<file path="src/rtl/buffer_pkg.sv">
// Sliding window buffer: shared sizing helpers.
// Window length and counter/address widths derived from parameters.
package buffer_pkg;

  function automatic int tot_size(int batch, int runs, int stride);
    return batch + (runs - 1) * stride;
  endfunction

  function automatic int cnt_width(int n);
    return $clog2(n + 1);
  endfunction

  function automatic int addr_width(int n);
    return (n > 1) ? $clog2(n) : 1;
  endfunction

  function automatic int batch_width(int runs);
    return (runs > 1) ? $clog2(runs) : 1;
  endfunction

endpackage

</file>
<file path="src/rtl/sliding_window_buffer_if.sv">
// Sliding window buffer: sink and source stream signals.
// slave = buffer side, master = producer/consumer side.
interface sliding_window_buffer_if #(
  parameter int DW = 16,
  parameter int BW = 2
);
  logic          sink_valid;
  logic          sink_ready;
  logic [DW-1:0] sink_data;
  logic          source_valid;
  logic          source_ready;
  logic          source_sop;
  logic          source_eop;
  logic          source_last;
  logic [BW-1:0] source_batch;
  logic [DW-1:0] source_data;

  modport master (
    output sink_valid, sink_data, source_ready,
    input  sink_ready, source_valid, source_sop,
    input  source_eop, source_last, source_batch,
    input  source_data
  );

  modport slave (
    input  sink_valid, sink_data, source_ready,
    output sink_ready, source_valid, source_sop,
    output source_eop, source_last, source_batch,
    output source_data
  );
endinterface

</file>
<file path="src/rtl/window_bank.sv">
// One window bank: single write port, registered read port.
// Read register only loads on re_i so it doubles as the output data register.
module window_bank #(
  parameter int DEPTH = 8,
  parameter int WIDTH = 16,
  parameter int AW    = 3
) (
  input  logic             clk_i,
  input  logic             rst_i,
  input  logic             we_i,
  input  logic [AW-1:0]    waddr_i,
  input  logic [WIDTH-1:0] wdata_i,
  input  logic             re_i,
  input  logic [AW-1:0]    raddr_i,
  output logic [WIDTH-1:0] rdata_o
);
  logic [WIDTH-1:0] mem_q [DEPTH];
  logic [WIDTH-1:0] rdata_q;

  always_ff @(posedge clk_i) begin
    if (we_i) mem_q[waddr_i] <= wdata_i;
  end

  always_ff @(posedge clk_i) begin
    if (rst_i) rdata_q <= '0;
    else if (re_i) rdata_q <= mem_q[raddr_i];
  end

  assign rdata_o = rdata_q;
endmodule

</file>
<file path="src/rtl/sliding_window_buffer.sv">
// Ping-pong window buffer: fills one bank while draining the
// other as RUNS overlapping batches of BATCH_SIZE entries.
module sliding_window_buffer
  import buffer_pkg::*;
#(
  parameter int BATCH_SIZE = 8,
  parameter int RUNS       = 4,
  parameter int STRIDE     = 1,
  parameter int DATA_WIDTH = 16,
  parameter int CHANNELS   = 1
) (
  input logic sink_clk,
  input logic reset,
  sliding_window_buffer_if.slave bus
);
  localparam int TOT = tot_size(BATCH_SIZE, RUNS, STRIDE);
  localparam int PW  = cnt_width(TOT);
  localparam int AW  = addr_width(TOT);
  localparam int BW  = batch_width(RUNS);
  localparam int DW  = CHANNELS * DATA_WIDTH;

  logic [1:0]    full_q, full_d;
  logic          fill_sel_q, fill_sel_d;
  logic          drain_sel_q, drain_sel_d;
  logic          out_sel_q, out_sel_d;
  logic [PW-1:0] wptr_q, wptr_d;
  logic [PW-1:0] base_q, base_d;
  logic [PW-1:0] ent_q, ent_d;
  logic [BW-1:0] batch_q, batch_d;
  logic [BW-1:0] obatch_q, obatch_d;
  logic          valid_q, valid_d;
  logic          sop_q, sop_d;
  logic          eop_q, eop_d;
  logic          last_q, last_d;

  logic          sink_acc, wrap, ld, go, rel;
  logic          ent_end, bat_end;
  logic [1:0]    we, re;
  logic [AW-1:0] waddr, raddr;
  logic [DW-1:0] rdata [2];

  assign bus.sink_ready = !full_q[fill_sel_q];
  assign sink_acc = bus.sink_valid && !full_q[fill_sel_q];
  assign wrap     = wptr_q == PW'(TOT - 1);
  assign ld       = !valid_q || bus.source_ready;
  assign go       = ld && full_q[drain_sel_q];
  assign rel      = valid_q && bus.source_ready
                    && last_q && eop_q;
  assign ent_end  = ent_q == PW'(BATCH_SIZE - 1);
  assign bat_end  = batch_q == BW'(RUNS - 1);
  assign waddr    = AW'(wptr_q);
  assign raddr    = AW'(base_q + ent_q);
  assign we = {sink_acc && fill_sel_q,
               sink_acc && !fill_sel_q};
  assign re = {go && drain_sel_q,
               go && !drain_sel_q};

  // Release (out_sel_q) and completion (fill_sel_q) never hit the same bank.
  always_comb begin
    full_d     = full_q;
    fill_sel_d = fill_sel_q;
    wptr_d     = wptr_q;
    if (rel) full_d[out_sel_q] = 1'b0;
    if (sink_acc) begin
      wptr_d = wrap ? '0 : wptr_q + 1'b1;
      if (wrap) begin
        full_d[fill_sel_q] = 1'b1;
        fill_sel_d = !fill_sel_q;
      end
    end
  end

  // Drain pointer moves on load; the full flag waits for acceptance.
  always_comb begin
    drain_sel_d = drain_sel_q;
    out_sel_d   = out_sel_q;
    base_d      = base_q;
    ent_d       = ent_q;
    batch_d     = batch_q;
    obatch_d    = obatch_q;
    valid_d     = valid_q;
    sop_d       = sop_q;
    eop_d       = eop_q;
    last_d      = last_q;
    if (ld) begin
      valid_d = go;
      sop_d   = go && ent_q == '0;
      eop_d   = go && ent_end;
      last_d  = go && bat_end;
    end
    if (go) begin
      obatch_d  = batch_q;
      out_sel_d = drain_sel_q;
      ent_d     = ent_q + 1'b1;
      if (ent_end) begin
        ent_d   = '0;
        base_d  = base_q + PW'(STRIDE);
        batch_d = batch_q + 1'b1;
        if (bat_end) begin
          base_d      = '0;
          batch_d     = '0;
          drain_sel_d = !drain_sel_q;
        end
      end
    end
  end

  always_ff @(posedge sink_clk) begin
    if (reset) begin
      full_q      <= '0;
      fill_sel_q  <= 1'b0;
      drain_sel_q <= 1'b0;
      out_sel_q   <= 1'b0;
      wptr_q      <= '0;
      base_q      <= '0;
      ent_q       <= '0;
      batch_q     <= '0;
      obatch_q    <= '0;
      valid_q     <= 1'b0;
      sop_q       <= 1'b0;
      eop_q       <= 1'b0;
      last_q      <= 1'b0;
    end else begin
      full_q      <= full_d;
      fill_sel_q  <= fill_sel_d;
      drain_sel_q <= drain_sel_d;
      out_sel_q   <= out_sel_d;
      wptr_q      <= wptr_d;
      base_q      <= base_d;
      ent_q       <= ent_d;
      batch_q     <= batch_d;
      obatch_q    <= obatch_d;
      valid_q     <= valid_d;
      sop_q       <= sop_d;
      eop_q       <= eop_d;
      last_q      <= last_d;
    end
  end

  for (genvar i = 0; i < 2; i++) begin : g_bank
    window_bank #(
      .DEPTH(TOT),
      .WIDTH(DW),
      .AW   (AW)
    ) u_bank (
      .clk_i  (sink_clk),
      .rst_i  (reset),
      .we_i   (we[i]),
      .waddr_i(waddr),
      .wdata_i(bus.sink_data),
      .re_i   (re[i]),
      .raddr_i(raddr),
      .rdata_o(rdata[i])
    );
  end

  assign bus.source_valid = valid_q;
  assign bus.source_sop   = sop_q;
  assign bus.source_eop   = eop_q;
  assign bus.source_last  = last_q;
  assign bus.source_batch = obatch_q;
  assign bus.source_data  = rdata[out_sel_q];
endmodule

</file>
<file path="src/flat_wrapper.sv">
// flat-port wrapper written by rule: the top's interface ports become plain ports
module sliding_window_buffer_flat import buffer_pkg::*;
#(
  parameter int BATCH_SIZE = 8,
  parameter int RUNS       = 4,
  parameter int STRIDE     = 1,
  parameter int DATA_WIDTH = 16,
  parameter int CHANNELS   = 1
)
  (sink_clk, reset, bus_sink_valid, bus_sink_data, bus_source_ready, bus_sink_ready, bus_source_valid, bus_source_sop, bus_source_eop, bus_source_last, bus_source_batch, bus_source_data);
  sliding_window_buffer_if #(.DW(16), .BW(2)) bus_i ();
  input logic sink_clk;
  input logic reset;
  input wire logic [$bits(bus_i.sink_valid)-1:0] bus_sink_valid;
  input wire logic [$bits(bus_i.sink_data)-1:0] bus_sink_data;
  input wire logic [$bits(bus_i.source_ready)-1:0] bus_source_ready;
  output wire logic [$bits(bus_i.sink_ready)-1:0] bus_sink_ready;
  output wire logic [$bits(bus_i.source_valid)-1:0] bus_source_valid;
  output wire logic [$bits(bus_i.source_sop)-1:0] bus_source_sop;
  output wire logic [$bits(bus_i.source_eop)-1:0] bus_source_eop;
  output wire logic [$bits(bus_i.source_last)-1:0] bus_source_last;
  output wire logic [$bits(bus_i.source_batch)-1:0] bus_source_batch;
  output wire logic [$bits(bus_i.source_data)-1:0] bus_source_data;
  assign bus_i.sink_valid = bus_sink_valid;
  assign bus_i.sink_data = bus_sink_data;
  assign bus_i.source_ready = bus_source_ready;
  assign bus_sink_ready = bus_i.sink_ready;
  assign bus_source_valid = bus_i.source_valid;
  assign bus_source_sop = bus_i.source_sop;
  assign bus_source_eop = bus_i.source_eop;
  assign bus_source_last = bus_i.source_last;
  assign bus_source_batch = bus_i.source_batch;
  assign bus_source_data = bus_i.source_data;
  sliding_window_buffer #(.BATCH_SIZE(BATCH_SIZE), .RUNS(RUNS), .STRIDE(STRIDE), .DATA_WIDTH(DATA_WIDTH), .CHANNELS(CHANNELS)) u_core (.sink_clk(sink_clk), .reset(reset), .bus(bus_i));
endmodule
</file>
<file path="config.mk">
export PLATFORM = sky130hd
export DESIGN_NAME = sliding_window_buffer_flat
export DESIGN_NICKNAME = d
export VERILOG_FILES = /design/src/rtl/buffer_pkg.sv /design/src/rtl/sliding_window_buffer_if.sv /design/src/rtl/window_bank.sv /design/src/rtl/sliding_window_buffer.sv /design/src/flat_wrapper.sv
export SDC_FILE = /design/constraint.sdc
export NUM_CORES = 1
export LEC_CHECK = 0
export ABC_AREA = 1
export BUFFER_PORTS_ARGS = -buffer_cell sky130_fd_sc_hd__buf_2
export CAP_MARGIN = 5
export CORE_MARGIN = 3
export CORE_UTILIZATION = 45
export DETAILED_ROUTE_END_ITERATION = 12
export PLACE_DENSITY = 0.62
export SYNTH_ARGS = -nofsm -noshare
export SYNTH_HDL_FRONTEND = slang
export SYNTH_SLANG_ARGS = --single-unit
</file>
<file path="constraint.sdc">
create_clock -name sink_clk -period 2.27 [get_ports sink_clk]
set_input_delay 0.1135 -clock sink_clk [delete_from_list [all_inputs] [get_ports sink_clk]]
set_output_delay 0.1135 -clock sink_clk [all_outputs]
set_load 0.01 [all_outputs]
</file>
==> results of run 1 <==
[per-layer routing]
| layer | track usage, % | vias up |
|---|---|---|
| met5 | 0 | - |
| met4 | 7.03 | 0 |
| met3 | 3.42 | 83 |
| met2 | 33.5 | 509 |
| met1 | 31.5 | 5690 |
| li1 | - | 5554 |
[registers in the layout, summed over array words and instances, names as in the netlist, 2 cells and up]
signal,cells
u_core.g_bank.u_bank.mem_q,352
u_core.ent_q,4
u_core.full_q,2
u_core.g_bank.u_bank.rdata_o,32
u_core.batch_q,2
u_core.waddr,4
u_core.base_q,4
u_core.bus.source_batch,2
[cell type report]
| type | instances | area [um2] |
|---|---|---|
| timing repair buffer | 128 | 1380 |
| fill | 3156 | 16900 |
| multi-input combinational | 1017 | 4540 |
| timing repair inverter | 1 | 6.26 |
| tap | 504 | 631 |
| inverter | 80 | 310 |
| antenna | 1 | 2.50 |
| clock inverter | 13 | 138 |
| sequential | 409 | 11700 |
| clock buffer | 66 | 1270 |
[cells in the mapped netlist, drive strengths merged]
cell type  count
ha             7
a31oi          6
a211oi         2
xor2           1
a21oi         51
nor3           7
clkbuf        20
o21a           2
nand3        134
buf           61
o21ai        120
nand4          3
fa             1
nand3b         1
nand2        517
edfxtp       352
nor2         163
inv           79
clkinv         1
dfxtp         57
or2            2
[logic make-up (layout without fill, tap and decap cells)]
kind of cell	Yosys count	after routing	share of synthesized area, %
AND/OR/NAND/NOR	827	827	20.1
AO/OA/AOI/OAI	181	181	5.59
flip-flops	409	409	69.2
other	0	1	0
adder cells (fa/ha/maj)	8	8	0.636
XOR/XNOR	1	1	0.0518
buffers and inverters	161	288	4.39
[power breakdown]
part	internal (mW)	total (mW)	switching [mW]
registers	8.21	8.22	0.0148
clock network	4.20	7.00	2.80
logic	0.0681	0.293	0.225
[path summary, 6_finish.rpt]
kind	startpoint	endpoint	slack, ns	cells past startpoint
setup / recovery	u_core.ent_q[0]	u_core.g_bank[0].u_bank.rdata_o[10]	0.08	12
hold / removal	reset	u_core.bus.source_batch[0]	0.03	2
setup reg to reg	u_core.ent_q[0]	u_core.g_bank[0].u_bank.rdata_o[10]	0.08	12
hold reg to reg	u_core.g_bank[0].u_bank.rdata_o[7]	u_core.g_bank[0].u_bank.rdata_o[7]	0.46	2
[stage by stage]
step,area (um2),worst slack (ns),instances,utilization [%],power [mW]
finish,20000,0.0805,2219,54.2,15.5
CTS,19500,0.0891,2195,53.0,15.6
floorplan,16900,0.152,1587,-,8.48
detailed placement,18100,0.120,2111,49.0,8.67
global route,20000,0.0339,2218,54.2,15.9
global placement,18100,0.118,2111,49.0,8.66
[timing repair]
action	4_1_cts	5_1_grt
endpoints found under the setup margin	0	6
endpoints found under the hold margin	32	0
gates resized for setup	0	30
setup buffers	0	7
hold buffers	5	0
==> impl_results.rst, run 1 <==
.. list-table::
   :header-rows: 1

   * - Metric
     - Value
   * - Status
     - complete, no violations
   * - Count of cell types in the netlist
     - 37
   * - Worst Max-Slew Pin Slew
     - about 0.63 ns
   * - Clock latency on the worst-skew pair
     - about 0.54 ns
   * - Critical setup path kind
     - flip-flop to flip-flop
   * - Number of nets in the final layout
     - roughly 1700
   * - Chip Width
     - between 150 and 200 um
   * - Power per unit of standard cell area
     - between 700 and 800 nW/um2
   * - Initial DRC count
     - between 1000 and 1500
   * - DR WL met2
     - roughly 21000 um
   * - Type of the worst min-delay path
     - primary input to flip-flop
   * - Max Clock Skew
     - between 0.009 and 0.01 ns
   * - Top area cells in the synthesized netlist
     - sky130_fd_sc_hd__edfxtp_1 62%, sky130_fd_sc_hd__nand2_1 11%, sky130_fd_sc_hd__dfxtp_1 6.7%, sky130_fd_sc_hd__nand3_1 3.7%, sky130_fd_sc_hd__nor2_1 3.5%
   * - Die Y-Extent
     - approximately 200 um
   * - Global-route wire length before repair
     - approximately 65000 um
   * - Gate family responsible for the most delay along the worst path
     - adder cells
   * - Number of antenna violations at the first check in global routing
     - 0
   * - Initial Utilization
     - between 40% and 50%
   * - Final setup TNS
     - 0 ns
   * - Total detailed-routing wirelength
     - approximately 47000 um
   * - GR Overflow Total
     - 0
   * - Final cycle utilization of the critical path
     - 96.5%
   * - Remaining max-slew budget at the tightest pin
     - 57.8%
   * - Number of rows in the core area
     - 70
   * - Top cell type's share of synthesized area
     - 62.5%
   * - Total vias in the final route
     - 11800
   * - Uppermost layer routed
     - met4
   * - Die footprint
     - about 40000 um2
   * - Number of endpoints failing setup at the final stage
     - 0
   * - Most common cell after layout, fill and taps aside
     - sky130_fd_sc_hd__nand2_1
   * - Yosys synthesis warning count
     - 0
   * - Hold Violations, Final
     - 0
   * - First-pass DRT Iterations
     - 5
   * - Placer's final routability congestion estimate
     - between 0.8 and 0.9
   * - Cell accounting for the most synthesized area
     - sky130_fd_sc_hd__edfxtp_1
   * - Post-Synthesis Cells
     - between 1500 and 2000
   * - Synthesized net count
     - ~1600
   * - I/O pin count
     - 43
   * - Pin count of the biggest net entering global routing
     - 71
   * - Routed metal-1 wirelength
     - 20200 um
   * - Post-route DRC
     - 0
   * - Average cell area after synthesis
     - 10.7 um2
   * - Dpl hpwl
     - roughly 25000 um
   * - Number of synthesized register bits
     - around 400
   * - Post-synth design cell area
     - roughly 17000 um2
   * - Largest stage delay, worst path
     - 0.59 ns
   * - Clock net sink count
     - between 400 and 500
   * - Standard cell with the maximum stage delay on the critical path
     - sky130_fd_sc_hd__fa_2
   * - Cell chain of the critical path
     - ha_4, fa_2, buf_12, buf_6, buf_6, nor2_1, o21ai_1, o21ai_1, nand2_1, nand3_1, nand2_1, nand2_1
   * - Maximum net fanout on the critical path
     - 5
   * - Clock edge transition at the registers on the reported setup and hold paths
     - 0.06 ns
   * - Data arrival time of the critical path
     - 2.62 ns
   * - Post-layout min period
     - about 2.2 ns
   * - Worst path buffer plus inverter count
     - 3
   * - Most used cells in the layout excluding fill and tap cells
     - 511 x sky130_fd_sc_hd__nand2_1, 352 x sky130_fd_sc_hd__edfxtp_1, 145 x sky130_fd_sc_hd__nor2_1, 120 x sky130_fd_sc_hd__nand3_1, 64 x sky130_fd_sc_hd__inv_1
   * - Signed area change from the synthesized netlist to the final layout
     - 18.2%
   * - Clock root buffer
     - sky130_fd_sc_hd__clkbuf_16
   * - Vias in the first global route
     - 11100
   * - CP Capture Type
     - flip-flop
   * - Setup repair after global routing missed its margin
     - false
   * - Kind of start point of the critical path
     - flip-flop
   * - Number of buffers on the longest clock path
     - 3
   * - Max-Cap Viols
     - 0
   * - Wire per inst
     - around 21 um
   * - Num CTS Buffers
     - 43
   * - Mean number of vias per cell
     - roughly 5.3
   * - Core area
     - 36900 um2
   * - Leakage dissipation
     - 7.70 nW
   * - Global router's overall resource usage
     - 21.6%
   * - Count of buffers inserted at the top-level ports
     - 42
   * - Met3 wire length
     - between 4000 and 5000 um
   * - Sequential element share of the synthesized area
     - around 69%
   * - Number of levels the H-tree was split into
     - 2
   * - Maximum achievable frequency
     - 0.457 GHz
   * - Maximum vdd ir drop
     - 0.530 mV
   * - Worst slack on hold paths
     - 0.0293 ns
   * - Count of nets left with antenna violations after detail routing
     - 0
   * - Critical Path Most Common Cell
     - sky130_fd_sc_hd__nand2_1
   * - Data required, critical path
     - ~2.7 ns
   * - Ratio of cells with drive above 1 in the final layout
     - 14.7%
   * - TritonCTS clock tree
     - built
   * - Count of final max-slew check failures
     - 0
Power figures use the tool's default switching activity.
==> inputs of run 2 (changes only) <==
--- a/config.mk
+++ b/config.mk
@@ -8,9 +8,11 @@
 export ABC_AREA = 1
 export BUFFER_PORTS_ARGS = -buffer_cell sky130_fd_sc_hd__buf_2
 export CAP_MARGIN = 5
+export CORE_ASPECT_RATIO = 0.6
 export CORE_MARGIN = 3
 export CORE_UTILIZATION = 45
 export DETAILED_ROUTE_END_ITERATION = 12
+export GPL_TIMING_DRIVEN = 0
 export PLACE_DENSITY = 0.62
 export SYNTH_ARGS = -nofsm -noshare
 export SYNTH_HDL_FRONTEND = slang
==> constraint.sdc (replaced) <==
create_clock -name sink_clk -period 2.8 [get_ports sink_clk]
set_input_delay 0.14 -clock sink_clk [delete_from_list [all_inputs] [get_ports sink_clk]]
set_output_delay 0.14 -clock sink_clk [all_outputs]
set_load 0.01 [all_outputs]
==> impl_results.rst, run 2 (synthesis results as in run 1) <==
.. list-table::
   :header-rows: 1

   * - Metric
     - Value
   * - Clock edge transition at the registers on the reported setup and hold paths
     - 0.07 ns
   * - Remaining max-slew budget at the tightest pin
     - 33.6%
   * - Number of endpoints failing setup at the final stage
     - 1
   * - Hold Violations, Final
     - 0
   * - Flip-flop count of the largest register after layout
     - roughly 350
   * - Die Y-Extent
     - about 160 um
   * - Setup repair after global routing missed its margin
     - true
   * - Status
     - complete, but fails checks
   * - Count of buffers inserted at the top-level ports
     - between 40 and 50
   * - Total inserted antenna cells
     - 0
   * - Post-CTS Setup Inserts
     - 0
   * - Signed area change from the synthesized netlist to the final layout
     - 14.4%
   * - Wire per inst
     - ~23 um
   * - Area taken by multi-input logic gates
     - approximately 4600 um2
   * - Violations in the final reports
     - negative setup slack
   * - Power per unit of standard cell area
     - approximately 630 nW/um2
   * - Clock latency on the worst-skew pair
     - around 0.55 ns
   * - Count of nets left with antenna violations after detail routing
     - 0
   * - Worst setup slack after layout
     - -0.0115 ns
   * - Global-route wire length before repair
     - between 70000 and 80000 um
   * - Core area
     - 36700 um2
   * - Number of buffers on the longest clock path
     - 3
   * - Dpl hpwl
     - roughly 35000 um
   * - Worst slack on hold paths
     - 0.0727 ns
   * - CP Capture Type
     - flip-flop
   * - Fill cell count
     - between 3000 and 4000
   * - Count of final max-slew check failures
     - 0
   * - Mean number of vias per cell
     - ~5.4
   * - Data required, critical path
     - between 3 and 4 ns
   * - Max-Cap Viols
     - 0
   * - Vias in the first global route
     - ~11000
   * - Initial DRC count
     - roughly 1500
   * - Register area
     - approximately 12000 um2
   * - Number of rows in the core area
     - 54
   * - Critical setup path kind
     - flip-flop to flip-flop
   * - I/O pin count
     - 43
   * - Initial Utilization
     - a little under half
   * - Largest register by flop count
     - u_core.g_bank.u_bank.mem_q
   * - First-pass DRT Iterations
     - 5
   * - GR Overflow Total
     - 0
   * - Pin count of the biggest net entering global routing
     - 23
   * - Maximum achievable frequency
     - approximately 0.36 GHz
   * - Num CTS Buffers
     - 38
   * - Chip Width
     - between 200 and 300 um
   * - Total design power
     - about 12 mW
   * - Most common cell after layout, fill and taps aside
     - sky130_fd_sc_hd__nand2_1
   * - Total vias in the final route
     - approximately 12000
   * - TritonCTS clock tree
     - built
   * - Global router's overall resource usage
     - between 20 and 25%
   * - Placer's final routability congestion estimate
     - between 0.9 and 1
   * - Data arrival time of the critical path
     - around 3.3 ns
   * - Post-layout min period
     - 2.81 ns
   * - Most used cells in the layout excluding fill and tap cells
     - 511 x sky130_fd_sc_hd__nand2_1, 352 x sky130_fd_sc_hd__edfxtp_1, 139 x sky130_fd_sc_hd__nor2_1, 120 x sky130_fd_sc_hd__nand3_1, 84 x sky130_fd_sc_hd__buf_2
   * - Total detailed-routing wirelength
     - about 50000 um
   * - Clock root buffer
     - sky130_fd_sc_hd__clkbuf_16
   * - Worst Max-Slew Pin Slew
     - between 0.9 and 1 ns
   * - Kind of start point of the critical path
     - flip-flop
   * - Clock net sink count
     - between 400 and 500
   * - Leakage dissipation
     - between 7 and 8 nW
   * - Number of nets in the final layout
     - roughly 1700
   * - Final cycle utilization of the critical path
     - 100%
   * - Post-route DRC
     - 0
   * - Maximum net fanout on the critical path
     - 10
   * - Number of levels the H-tree was split into
     - 2
   * - Max Clock Skew
     - roughly 0.021 ns
   * - Ratio of cells with drive above 1 in the final layout
     - roughly 14%
   * - Die footprint
     - 40000 um2
   * - Number of antenna violations at the first check in global routing
     - 1
   * - Type of the worst min-delay path
     - primary input to flip-flop
   * - Maximum vdd ir drop
     - around 0.53 mV
run 2: cell count changes in the layout (fill, tap and decap cells not counted), moves of 3 or more:
cell / before / now
sky130_fd_sc_hd__buf_8: 0 / 11
sky130_fd_sc_hd__buf_2: 42 / 84
sky130_fd_sc_hd__clkbuf_1: 14 / 27
sky130_fd_sc_hd__buf_6: 8 / 4
sky130_fd_sc_hd__clkbuf_16: 53 / 41
sky130_fd_sc_hd__clkbuf_8: 7 / 4
sky130_fd_sc_hd__buf_12: 24 / 1
sky130_fd_sc_hd__nor2_1: 145 / 139
sky130_fd_sc_hd__nor2_2: 16 / 22
sky130_fd_sc_hd__clkbuf_2: 0 / 4
sky130_fd_sc_hd__buf_4: 39 / 14
sky130_fd_sc_hd__dlygate4sd3_1: 5 / 2
run 2: cell type report:
type	instances	area share (%)
Timing Repair Buffer	59	2.51
Sequential cell	409	60.5
Buffer	81	2.35
Inverter	80	1.56
Tap cell	504	3.26
Clock buffer	56	5.81
Multi-Input combinational cell	1017	23.5
Clock inverter	10	0.485
run 2: worst max-delay path, cell delays in order (launching register included):
cell and delay, ns:
sky130_fd_sc_hd__dfxtp_1 0.43, sky130_fd_sc_hd__ha_1 0.25, sky130_fd_sc_hd__fa_2 0.56, sky130_fd_sc_hd__inv_2 0.15
sky130_fd_sc_hd__clkbuf_1 0.56, sky130_fd_sc_hd__nand2_1 0.13, sky130_fd_sc_hd__nand3_1 0.11, sky130_fd_sc_hd__nand2_1 0.12
sky130_fd_sc_hd__nor2_1 0.27, sky130_fd_sc_hd__nor2_1 0.09, sky130_fd_sc_hd__nor2_1 0.08
run 2: worst paths after layout:
check | from | endpoint | slack, ns | cells past startpoint
max | u_core.base_q[0] | u_core.g_bank[1].u_bank.rdata_o[13] | -0.01 | 10
max reg2reg | u_core.base_q[0] | u_core.g_bank[1].u_bank.rdata_o[13] | -0.01 | 10
min | bus_sink_data[5] | u_core.g_bank[0].u_bank.mem_q[2][5] | 0.07 | 1
min reg2reg | u_core.g_bank[0].u_bank.rdata_o[9] | u_core.g_bank[0].u_bank.rdata_o[9] | 0.45 | 2
run 2: what timing repair did:
action	CTS	global route
hold buffers	2	0
endpoints found under the setup margin	17	28
resized for setup	12	15
pin swaps	0	0
hold endpoints to repair	7	0
run 2: per-layer routing:
layer,wire length (um),part of all wire (%),GRT usage (%),vias up
met2,19200,38,32.7,645
met3,7080,14,9.38,68
li1,-,-,-,5567
met1,22800,46,38.8,5769
met4,959,1.9,5.69,0
met5,0,0,0,-
run 2: report_power, final:
part	switching [mW]	internal, mW	leakage (nW)	total (mW)
registers	0.0122	6.65	3.63	6.67
clock network	2.19	2.96	0.598	5.15
logic	0.226	0.0560	3.20	0.281
total	2.43	9.67	7.44	12.1
run 2: through the flow:
step	setup slack, ns	util [%]	TNS (ns)	instances	area, um2
detailed placement	-0.285	49.2	-2.10	2148	18100
finish	-0.0115	52.8	-0.0115	2216	19400
floorplan	0.682	-	0	1587	16900
global route	-0.140	52.8	-0.583	2216	19400
CTS	0.0294	52.7	0	2216	19300
global placement	-0.299	48.4	-46.13	2133	17800
==> inputs of run 3 (changes only) <==
==> constraint.sdc (replaced) <==
create_clock -name sink_clk -period 2.8 [get_ports sink_clk]
set_input_delay 0.42 -clock sink_clk [delete_from_list [all_inputs] [get_ports sink_clk]]
set_output_delay 0.42 -clock sink_clk [all_outputs]
set_load 0.01 [all_outputs]
==> impl_results.rst, run 3 (synthesis results as in run 1) <==
.. list-table::
   :header-rows: 1

   * - Metric
     - Value
   * - Post-route standard cell area excluding fillers
     - ~19000 um2
   * - GR Overflow Total
     - 0
   * - Number of levels the H-tree was split into
     - 2
   * - Quantity of gates resized following cts
     - 12
   * - Number of antenna violations at the first check in global routing
     - 1
   * - Setup repair after global routing missed its margin
     - true
   * - Number of rows in the core area
     - between 50 and 60
   * - Reg2reg start
     - u_core.base_q[0]
   * - Beginning of the worst hold path
     - bus_source_ready
   * - Clock net sink count
     - about 410
   * - Chip Width
     - about 260 um
   * - Pin count of the biggest net entering global routing
     - 23
   * - Worst reg-to-reg path cell count
     - 10
   * - Signed area change from the synthesized netlist to the final layout
     - 14.3%
   * - Most used cells in the layout excluding fill and tap cells
     - 511 x sky130_fd_sc_hd__nand2_1, 352 x sky130_fd_sc_hd__edfxtp_1, 139 x sky130_fd_sc_hd__nor2_1, 120 x sky130_fd_sc_hd__nand3_1, 84 x sky130_fd_sc_hd__buf_2
   * - Post-route DRC
     - 0
   * - Flip-flop count of the largest register after layout
     - between 300 and 400
   * - Clock latency on the worst-skew pair
     - ~0.55 ns
   * - Leakage dissipation
     - around 7.4 nW
   * - Maximum vdd ir drop
     - around 0.53 mV
   * - First-pass DRT Iterations
     - 8
   * - I/O pin count
     - 43
   * - End of the critical path
     - u_core.g_bank[1].u_bank.rdata_o[13]
   * - Power per unit of standard cell area
     - around 630 nW/um2
   * - Global router's overall resource usage
     - between 20% and 30%
   * - Global-route wire length before repair
     - 72900 um
   * - Most common cell after layout, fill and taps aside
     - sky130_fd_sc_hd__nand2_1
   * - Total vias in the final route
     - 12000
   * - Maximum net fanout on the critical path
     - 10
   * - Type of the worst min-delay path
     - primary input to flip-flop
   * - Final core area utilization
     - a little over half
   * - Initial Utilization
     - a little under half
   * - Kind of start point of the critical path
     - flip-flop
   * - Data arrival time of the critical path
     - 3.29 ns
   * - Setup slack of the worst register-to-register path
     - -0.01 ns
   * - Status
     - complete, but fails checks
   * - Max Clock Skew
     - 0.0190 ns
   * - DR WL met2
     - around 19000 um
   * - Fill cell count
     - roughly 3200
   * - Number of buffers on the longest clock path
     - 3
   * - Ratio of cells with drive above 1 in the final layout
     - around 14%
   * - Clock root buffer
     - sky130_fd_sc_hd__clkbuf_16
   * - Post-CTS Setup Inserts
     - 0
   * - Routed metal-1 wirelength
     - 22600 um
   * - Met3 wire length
     - between 7000 and 8000 um
   * - Total of hold buffers inserted after clock tree synthesis
     - 0
   * - Number of endpoints failing setup at the final stage
     - 2
   * - Critical setup path kind
     - flip-flop to flip-flop
   * - Critical register-to-register path endpoint
     - u_core.g_bank[1].u_bank.rdata_o[13]
   * - Post-layout min period
     - 2.81 ns
   * - Largest register by flop count
     - u_core.g_bank.u_bank.mem_q
   * - Final cycle utilization of the critical path
     - 101%
   * - Placed Instance Area
     - 18100 um2
   * - Remaining max-slew budget at the tightest pin
     - approximately 32%
   * - Count of nets left with antenna violations after detail routing
     - 0
   * - Worst setup slack after layout
     - -0.0147 ns
   * - Initial DRC count
     - 1581
   * - Crit path from
     - u_core.base_q[0]
   * - Placer's final routability congestion estimate
     - between 0.9 and 1
   * - Vias in the first global route
     - between 10000 and 15000
   * - Worst setup slack before clock tree synthesis
     - -0.285 ns
   * - Mean number of vias per cell
     - around 5.4
   * - Dpl hpwl
     - 35400 um
   * - Num CTS Buffers
     - 38
   * - Die Y-Extent
     - 156 um
   * - Violations in the final reports
     - negative setup slack
   * - CP Capture Type
     - flip-flop
   * - Number of nets in the final layout
     - roughly 1700
   * - Die footprint
     - approximately 40000 um2
   * - Maximum achievable frequency
     - between 0.3 and 0.4 GHz
   * - Total detailed-routing wirelength
     - roughly 50000 um
   * - Uppermost layer routed
     - met4
   * - Total inserted antenna cells
     - 0
   * - Core area
     - between 30000 and 40000 um2
   * - Worst Max-Slew Pin Slew
     - approximately 1.0 ns
   * - Data required, critical path
     - 3.27 ns
   * - Count of final max-slew check failures
     - 0
   * - Count of buffers inserted at the top-level ports
     - 42
   * - Clock edge transition at the registers on the reported setup and hold paths
     - 0.07 ns
   * - TritonCTS clock tree
     - built
   * - Register area
     - about 12000 um2
   * - Hold Violations, Final
     - 0
   * - Wire per inst
     - between 20 and 25 um
   * - Max-Cap Viols
     - 0
   * - Area taken by multi-input logic gates
     - 4550 um2
## run 3: cell types whose count changed in the layout (fill, tap and decap cells not counted)
cell,delta
sky130_fd_sc_hd__dlygate4sd3_1,-2
## run 3: layer usage
layer | vias to the layer above | GRT usage [%]
met5 | - | 0
met4 | 0 | 5.69
met3 | 74 | 9.38
met2 | 649 | 32.7
met1 | 5695 | 38.8
li1 | 5556 | -
## run 3: final cells by class
type	instances	area share (%)
Inverter	80	1.57
Buffer	81	2.36
Timing Repair Buffer	57	2.41
Tap cell	504	3.26
Multi-Input combinational cell	1017	23.5
Clock buffer	56	5.81
Clock inverter	10	0.485
Sequential cell	409	60.6
## run 3: critical path, stage by stage, from the launching register on
cell and delay (ns):
sky130_fd_sc_hd__dfxtp_1 0.43, sky130_fd_sc_hd__ha_1 0.25, sky130_fd_sc_hd__fa_2 0.56, sky130_fd_sc_hd__inv_2 0.14, sky130_fd_sc_hd__clkbuf_1 0.56, sky130_fd_sc_hd__nand2_1 0.13
sky130_fd_sc_hd__nand3_1 0.11, sky130_fd_sc_hd__nand2_1 0.12, sky130_fd_sc_hd__nor2_1 0.27, sky130_fd_sc_hd__nor2_1 0.09, sky130_fd_sc_hd__nor2_1 0.09
## run 3: worst min-delay path by stage
stage                                                to  slack, ns  depth (start not counted)
floorplan           u_core.g_bank[0].u_bank.rdata_o[10]       0.43                          2
global placement     u_core.g_bank[0].u_bank.rdata_o[3]       0.44                          2
detailed placement   u_core.g_bank[0].u_bank.rdata_o[7]       0.44                          2
CTS                               u_core.bus.source_eop       0.23                          4
global route                      u_core.bus.source_eop       0.25                          4
finish                            u_core.bus.source_eop       0.24                          4
## run 3: power by group
group	internal [mW]	switching, mW	leakage (nW)
Clock	2.96	2.20	0.598
Sequential	6.65	0.0123	3.63
Combinational	0.0541	0.224	3.20
Total	9.67	2.44	7.43
## run 3: per-stage QoR
stage                     hold slack [ns]  total power [mW]  cells  TNS [ns]
final                               0.242              12.1   2214   -0.0210
after global routing                0.248              12.4   2214    -0.583
after CTS                           0.226              12.1   2214         0
after detailed placement            0.440              7.07   2148     -2.10
after global placement              0.441              7.05   2133    -46.13
after floorplan                     0.426              6.88   1587         0
